### config.mk
export PLATFORM = sky130hd
export DESIGN_NAME = regfile_write_arbiter
export DESIGN_NICKNAME = d
export VERILOG_FILES = /design/src/rtl/regfile_write_arbiter.sv
export SDC_FILE = /design/constraint.sdc
export NUM_CORES = 1
export LEC_CHECK = 0
export ABC_AREA = 1
export BUFFER_PORTS_ARGS = -buffer_cell sky130_fd_sc_hd__buf_2
export CAP_MARGIN = 20
export CORE_MARGIN = 4
export CORE_UTILIZATION = 52
export CTS_CLUSTER_DIAMETER = 100
export DETAILED_ROUTE_END_ITERATION = 10
export PLACE_DENSITY_LB_ADDON = 0.15
export SYNTH_ARGS = -nofsm -noshare
export SYNTH_HDL_FRONTEND = slang
export SYNTH_HIERARCHICAL = 1
export SYNTH_SLANG_ARGS = --single-unit
### constraint.sdc
create_clock -name Clk -period 4.4 [get_ports Clk]
set_clock_uncertainty 0.2 [all_clocks]
set_input_delay 0.66 -clock Clk [delete_from_list [all_inputs] [get_ports Clk]]
set_output_delay 0.66 -clock Clk [all_outputs]
set_load 0.05 [all_outputs]
### src/rtl/regfile_write_arbiter.sv
// Register-file write arbiter: two writeback requesters (ALU = A, load = B)
// share one register-file write port. Grants are combinational with a 1-bit
// round-robin pointer; the granted write is registered into a single output
// stage one cycle later. Writes to R0 are accepted but suppressed.

// Per-requester grant decision: a requester wins when it is valid, the port is
// not stalled, and it is either favoured by the pointer or uncontested.
module rfwa_grant_lane (
  input  logic vld,
  input  logic favoured,
  input  logic other_vld,
  input  logic blocked,
  output logic ready
);
  assign ready = vld & ~blocked & (favoured | ~other_vld);
endmodule

module regfile_write_arbiter #(
  parameter int REG_W  = 4,
  parameter int DATA_W = 16,
  parameter int CNT_W  = 16
) (
  input  logic              Clk,
  input  logic              Reset,
  input  logic              A_Valid,
  input  logic [REG_W-1:0]  A_Reg,
  input  logic [DATA_W-1:0] A_Data,
  output logic              A_Ready,
  input  logic              B_Valid,
  input  logic [REG_W-1:0]  B_Reg,
  input  logic [DATA_W-1:0] B_Data,
  output logic              B_Ready,
  input  logic              Freeze,
  output logic [REG_W-1:0]  Write_Reg,
  output logic [DATA_W-1:0] Write_Data,
  output logic              RegWrite,
  output logic [REG_W-1:0]  Pending_Reg,
  output logic              Pending_Valid,
  output logic [CNT_W-1:0]  Write_Count
);

  localparam int NUM_REQ = 2;

  typedef struct packed {
    logic [REG_W-1:0]  rg;
    logic [DATA_W-1:0] data;
  } wr_req_t;

  // Index 0 is A, index 1 is B.
  wr_req_t [NUM_REQ-1:0] req;
  logic    [NUM_REQ-1:0] req_vld;
  logic    [NUM_REQ-1:0] req_fav;
  logic    [NUM_REQ-1:0] req_rdy;
  logic                  blocked;

  // ptr_q = 0 favours A, 1 favours B.
  logic              ptr_q,       ptr_d;
  logic              pend_vld_q,  pend_vld_d;
  logic [REG_W-1:0]  pend_reg_q,  pend_reg_d;
  logic [REG_W-1:0]  wr_reg_q,    wr_reg_d;
  logic [DATA_W-1:0] wr_data_q,   wr_data_d;
  logic              regwrite_q,  regwrite_d;
  logic [CNT_W-1:0]  wr_cnt_q,    wr_cnt_d;

  logic    hs;
  wr_req_t sel;

  assign req[0].rg   = A_Reg;
  assign req[0].data = A_Data;
  assign req[1].rg   = B_Reg;
  assign req[1].data = B_Data;
  assign req_vld     = {B_Valid, A_Valid};
  assign req_fav     = {ptr_q, ~ptr_q};

  // Reset also blocks grants so nothing is accepted in a reset cycle.
  assign blocked = Freeze | Reset;

  generate
    for (genvar i = 0; i < NUM_REQ; i++) begin : g_lane
      rfwa_grant_lane u_lane (
        .vld      (req_vld[i]),
        .favoured (req_fav[i]),
        .other_vld(req_vld[NUM_REQ-1-i]),
        .blocked  (blocked),
        .ready    (req_rdy[i])
      );
    end
  endgenerate

  assign A_Ready = req_rdy[0];
  assign B_Ready = req_rdy[1];

  // Next-state: pointer update, output-stage capture and commit counting.
  always_comb begin
    hs         = |req_rdy;
    sel        = req_rdy[1] ? req[1] : req[0];
    ptr_d      = ptr_q;
    pend_vld_d = 1'b0;
    pend_reg_d = pend_reg_q;
    wr_reg_d   = wr_reg_q;
    wr_data_d  = wr_data_q;
    regwrite_d = 1'b0;
    wr_cnt_d   = wr_cnt_q;
    if (Reset) begin
      ptr_d      = 1'b0;
      pend_reg_d = '0;
      wr_reg_d   = '0;
      wr_data_d  = '0;
      wr_cnt_d   = '0;
    end else if (hs) begin
      // Favour whoever lost this handshake next time.
      ptr_d      = req_rdy[0];
      pend_vld_d = 1'b1;
      pend_reg_d = sel.rg;
      wr_reg_d   = sel.rg;
      wr_data_d  = sel.data;
      regwrite_d = (sel.rg != '0);
      // Counter moves together with RegWrite so it already reflects the
      // commit in the cycle the write is presented.
      if (sel.rg != '0) wr_cnt_d = wr_cnt_q + 1'b1;
    end
  end

  // State registers.
  always_ff @(posedge Clk) begin
    ptr_q      <= ptr_d;
    pend_vld_q <= pend_vld_d;
    pend_reg_q <= pend_reg_d;
    wr_reg_q   <= wr_reg_d;
    wr_data_q  <= wr_data_d;
    regwrite_q <= regwrite_d;
    wr_cnt_q   <= wr_cnt_d;
  end

  assign Write_Reg     = wr_reg_q;
  assign Write_Data    = wr_data_q;
  assign RegWrite      = regwrite_q;
  assign Pending_Reg   = pend_reg_q;
  assign Pending_Valid = pend_vld_q;
  assign Write_Count   = wr_cnt_q;

endmodule

* Yosys cells after proc, flatten, opt, wreduce, memory -nomap -nowiden
Cells that the tools add are included.
Operators by class: add/subtract/negate cells 1, multipliers 0, divide/modulo/power cells 0, magnitude comparators 0, equal/unequal tests 0, shift operators 0, mux-type cells 2, bitwise logic cells 12, reductions and logical operators 4
Operator list (number):
- two-way mux 20 bit | 1
- adder 16 x 1 -> 16 bit (second input constant) | 1
- NOT 1 bit | 5
- AND 1 bit | 4
- nonzero test 4 bit | 1
- OR reduction 2 bit | 2
- bitwise OR 1 bit | 3
- AND reduction 2 bit | 1
- two-way mux 1 bit | 1
Storage, ports and cells: register bits after elaboration 39, bits in latches 0, memory bits (writable) 0, bits in read-only memories 0, input bits 45, word-level logic and storage cells 25, memories kept 0

* Longest topological paths before layout
depth in word-level cells 7, mapped depth 16, mapped depth without buffers 14

* By module
The synthesis kept the hierarchy.
By module, submodules not included:
- regfile_write_arbiter | instances 1, cells each 330, area an instance 2204.6 sq um, sequential area each 780.7 sq um
- rfwa_grant_lane | instances 2, cells each 5, area an instance 18.8 sq um, sequential area each 0.0 sq um

* Least setup slack after synthesis
Ideal clock, no wire load.
kind input-to-reg, start point in Reset, end point reg wr_data_q[0] (netlist: Write_Data[0]), arrival 2.893 ns, path slack 1.197 ns, stages 14, path through buf_4 -> or2_2 -> clkinv_1 -> nand2_1 -> nor2_1 -> inv_2 -> buf_6 -> nand2_4 -> inv_2 -> buf_4 -> nand2_1 -> nand3_1 -> nand2_1 -> inv_1
Between the ends: word-level cells in the longest chain between the ends 5, elaborated cells between the ends (all ways) 8
RTL lines:
- start, declared | line 24 | input logic Reset,
- bitwise OR 1 bit * | line 76 | assign blocked = Freeze | Reset;
- via blocked | line 54 | logic blocked;
- NOT 1 bit * | line 15 | assign ready = vld & ~blocked & (favoured | ~other_vld);
- AND 1 bit * (2 in series) | line 15
- via B_Ready | line 32 | output logic B_Ready,
- two-way mux 20 bit or OR reduction 2 bit (tied branches) | line 96, 95
- end signal, assigned | line 130 | wr_data_q <= wr_data_d;
- end, declared | line 61 | logic [DATA_W-1:0] wr_data_q, wr_data_d;
Mark *: on every way through the listed nets, which the timed path passes. The rest lies on a longest branch. A chain may end at the register's enable or synchronous reset.

* Worst setup path in the final report
start point in Reset, end point reg wr_cnt_q[8] (netlist: Write_Count[8])
Between the ends: word-level cells in the longest chain between the ends 7, elaborated cells between the ends (all ways) 10
RTL lines:
- bitwise OR 1 bit * | line 76
- via blocked | line 54
- NOT 1 bit * | line 15
- AND 1 bit (2 in series) | line 15
- two-way mux 20 bit | line 96 | sel = req_rdy[1] ? req[1] : req[0];
- nonzero test 4 bit | line 120 | if (sel.rg != '0) wr_cnt_d = wr_cnt_q + 1'b1;
- AND reduction 2 bit (no line) *
- end signal, assigned | line 132 | wr_cnt_q <= wr_cnt_d;
- end, declared | line 63 | logic [CNT_W-1:0] wr_cnt_q, wr_cnt_d;
Marks and branches as above.

==> impl_table.tex <==
\begin{tabular}{lr}
\hline
Metric & Value \\
\hline
\multicolumn{2}{l}{\textbf{Power and ir drop}} \\
Static power due to leakage & $\sim$0.0014 uW \\
P per Cell Area & approximately 290 nW/um2 \\
Worst ir drop on vdd & roughly 240 uV \\
\multicolumn{2}{l}{\textbf{Route}} \\
WL met2 & $\sim$2.6 mm \\
Vias per Instance & 4.81 \\
First drt pass iteration count & 6 \\
Post-detailed-routing wire length & approximately 5.5 mm \\
WL/cell & approximately 12 um \\
Met3 routed wirelength & roughly 430 um \\
Number of vias in the routed layout & $\sim$2300 \\
Number of nets still failing antenna checks after routing & 0 \\
Number of design rule violations left after detail routing & 0 \\
Routed metal-1 wire length & approximately 2.4 mm \\
Highest Signal Layer & met4 \\
DR iter-0 viols & 101 \\
\multicolumn{2}{l}{\textbf{Setup path}} \\
Kind of end point of the critical path & flip-flop \\
Maximum fanout count along the critical path & 22 \\
Data arrival, critical path & 3.14 ns \\
Data required time at the worst endpoint & between 4 and 5 ns \\
Worst Setup Start Kind & input port \\
Startpoint-to-endpoint class of the critical path & in -> reg \\
\multicolumn{2}{l}{\textbf{Synth}} \\
Library cell occupying the most area in the post-synthesis netlist & sky130\_fd\_sc\_hd\_\_dfxtp\_1 \\
Cell variety after synth & 28 \\
Post-Synthesis Cell Area & 2240 um2 \\
Synth Register Bits & 39 \\
Main area contributors after synthesis & sky130\_fd\_sc\_hd\_\_dfxtp\_1, sky130\_fd\_sc\_hd\_\_nand2\_1, sky130\_fd\_sc\_hd\_\_nand3\_1, sky130\_fd\_sc\_hd\_\_inv\_1, sky130\_fd\_sc\_hd\_\_nor2\_1 \\
Yosys top cell area share & between 30\% and 40\% \\
Number of nets produced by synthesis & $\sim$390 \\
Synthesized instance count & between 300 and 400 \\
Mean area per synthesized cell & approximately 6.6 um2 \\
Number of warning messages in the yosys log & 6 \\
Proportion of synthesized chip area in sequential cells & 34.8\% \\
\multicolumn{2}{l}{\textbf{Timing}} \\
Endpoints failing setup & 0 \\
Max Transition Viols Final & 0 \\
Fmax & $\sim$320 MHz \\
Final hold violation count & 0 \\
Max transition margin & 54.6\% \\
Period minus WS final & $\sim$3.1 ns \\
Setup total negative slack & 0 ns \\
Crit share post-route & between 70\% and 80\% \\
Setup repair after global routing missed its margin & no \\
Transition time of the tightest slew-check pin & 0.680 ns \\
\multicolumn{2}{l}{\textbf{Clock network}} \\
Setup repair bufs after CTS & 0 \\
Clock Sink Count & 39 \\
Post-cts gate resize count & 0 \\
Number of buffers inserted during clock tree synthesis & 5 \\
Maximum level of the CTS H-tree & 2 \\
Clock Path Buffers & 2 \\
Clock network latency to the later pin of the worst-skew pair & 0.29 ns \\
TritonCTS clock tree & done \\
Clock slew at reported path FFs & $\sim$0.08 ns \\
Root buffer selected by CTS & sky130\_fd\_sc\_hd\_\_clkbuf\_8 \\
CTS Hold Buffers Added & 0 \\
\multicolumn{2}{l}{\textbf{Die}} \\
X dimension of the die & roughly 74 um \\
Number of core rows & 23 \\
Core outline area & about 4000 um2 \\
Total Die Area & 5430 um2 \\
Initial Utilization & 54.9\% \\
Die Height & between 70 and 80 um \\
I/O pin cnt & 89 \\
\multicolumn{2}{l}{\textbf{Final layout}} \\
Number of antenna repair diodes & 0 \\
Fraction of final layout cells with drive strength greater than 1 & a little under a third \\
Commonest cells after routing, fill and taps aside & sky130\_fd\_sc\_hd\_\_nand2\_1, sky130\_fd\_sc\_hd\_\_buf\_2, sky130\_fd\_sc\_hd\_\_inv\_1 \\
Total Nets Final & $\sim$460 \\
Final instance area & 2710 um2 \\
Relative area change from synthesis to final layout & 20.9\% \\
Most frequent standard cell in the layout excluding fill and tap cells & sky130\_fd\_sc\_hd\_\_nand2\_1 \\
\multicolumn{2}{l}{\textbf{Global route}} \\
Initial antenna violation count & 0 \\
Via count of the first global-routing pass & between 1500 and 2000 \\
First-pass GRT wire length & approximately 8.7 mm \\
Pin count of the biggest net entering global routing & 24 \\
GRT Total Usage & between 20 and 25\% \\
Leftover overflow at the end of global routing & 0 \\
\multicolumn{2}{l}{\textbf{Placement}} \\
IO buf count & 88 \\
Cell Area, Placed & roughly 2600 um2 \\
Final RePlAce weighted congestion & 0.768 \\
Detailed placement HPWL & 4.09 mm \\
\multicolumn{2}{l}{\textbf{Hold path}} \\
Worst min path class & reg -> reg \\
\multicolumn{2}{l}{\textbf{Status}} \\
Outcome & finished clean \\
\multicolumn{2}{l}{\textbf{Flow run}} \\
Max Cap Viol & 0 \\
\hline
\end{tabular}
[flip-flops by register name (all words and copies together) (netlist names)]
register / flops
Pending_Valid: 1
RegWrite: 1
Write_Data: 16
Write_Count: 16
ptr_q: 1
Write_Reg: 4
[synth_stat cells]
library cell / n
sky130_fd_sc_hd__nand2_1: 104
sky130_fd_sc_hd__inv_1: 45
sky130_fd_sc_hd__nand3_1: 44
sky130_fd_sc_hd__dfxtp_1: 39
sky130_fd_sc_hd__nor2_1: 27
sky130_fd_sc_hd__nand2_2: 11
sky130_fd_sc_hd__a21oi_2: 8
sky130_fd_sc_hd__a21oi_1: 7
sky130_fd_sc_hd__nand4_1: 7
sky130_fd_sc_hd__o21ai_0: 7
sky130_fd_sc_hd__buf_4: 6
sky130_fd_sc_hd__buf_6: 5
sky130_fd_sc_hd__buf_2: 4
sky130_fd_sc_hd__nand2_4: 3
sky130_fd_sc_hd__xnor2_1: 3
sky130_fd_sc_hd__a31oi_1: 2
sky130_fd_sc_hd__clkbuf_1: 2
sky130_fd_sc_hd__clkinv_1: 2
sky130_fd_sc_hd__inv_2: 2
sky130_fd_sc_hd__nor2_2: 2
sky130_fd_sc_hd__nor2_4: 2
sky130_fd_sc_hd__xor2_1: 2
sky130_fd_sc_hd__buf_1: 1
sky130_fd_sc_hd__buf_12: 1
sky130_fd_sc_hd__ha_1: 1
sky130_fd_sc_hd__nand3b_1: 1
sky130_fd_sc_hd__o21ai_2: 1
sky130_fd_sc_hd__or2_2: 1
[kinds of logic (layout without fill, tap and decap cells)]
kind of cell    after synthesis  in the layout  share of synthesized area [%]
simple gates                202            202                           40.5
buf+inv                      68            147                           15.0
flops                        39             39                           34.8
compound gates               25             25                           7.20
xor+xnor                      5              5                           1.95
fa+ha+maj                     1              1                          0.558
[final timing paths]
check / start / to / slack, ns / cells after the start
hold / removal: ptr_q / ptr_q / 0.29 / 2
hold reg to reg: ptr_q / ptr_q / 0.29 / 2
setup reg to reg: ptr_q / Write_Count[8] / 1.97 / 8
setup / recovery: Reset / Write_Count[8] / 1.29 / 11
[layer usage]
metal | track usage [%] | up-vias
met4 | 4.83 | 0
met5 | 0 | -
met2 | 34.5 | 71
li1 | - | 1204
met3 | 7.39 | 4
met1 | 25.4 | 976
[stage by stage]
step           util (%)  setup slack [ns]  total power, uW  std cells  hold WS (ns)
2_1_floorplan         -              1.20              500        340         0.253
3_3_place_gp       63.8              1.06              532        461         0.263
3_5_place_dp       63.8             0.958              533        461         0.276
4_1_cts            66.4              1.26              802        469         0.288
5_1_grt            66.4             0.982              835        469         0.319
6_report           66.4              1.29              796        469         0.285
[report_power, final]
part | leakage, uW | internal [uW] | switching [uW]
clock | 0.0000505 | 143 | 129
combinational | 0.00105 | 42.7 | 108
sequential | 0.000317 | 365 | 7.86
total | 0.00142 | 551 | 245
[worst max-delay path, stage by stage]
cell and delay, ns:
sky130_fd_sc_hd__buf_2 0.24, sky130_fd_sc_hd__or2_2 0.36, sky130_fd_sc_hd__clkinv_1 0.05, sky130_fd_sc_hd__nand2_1 0.04, sky130_fd_sc_hd__nor2_1 0.50, sky130_fd_sc_hd__inv_2 0.33
sky130_fd_sc_hd__nand2_4 0.30, sky130_fd_sc_hd__inv_2 0.20, sky130_fd_sc_hd__nor2_4 0.23, sky130_fd_sc_hd__nand2_1 0.09, sky130_fd_sc_hd__a21oi_2 0.12
[layout make-up]
class / count / area, um2
clock buffers: 7 / 96.3
flip-flops and latches: 39 / 781
clock inverters: 1 / 7.51
inverters: 49 / 184
repair buffers: 90 / 455
multi-input cells: 233 / 1120
well taps: 50 / 62.6
fillers: 395 / 1380
(Power assumes the default switching activity.)
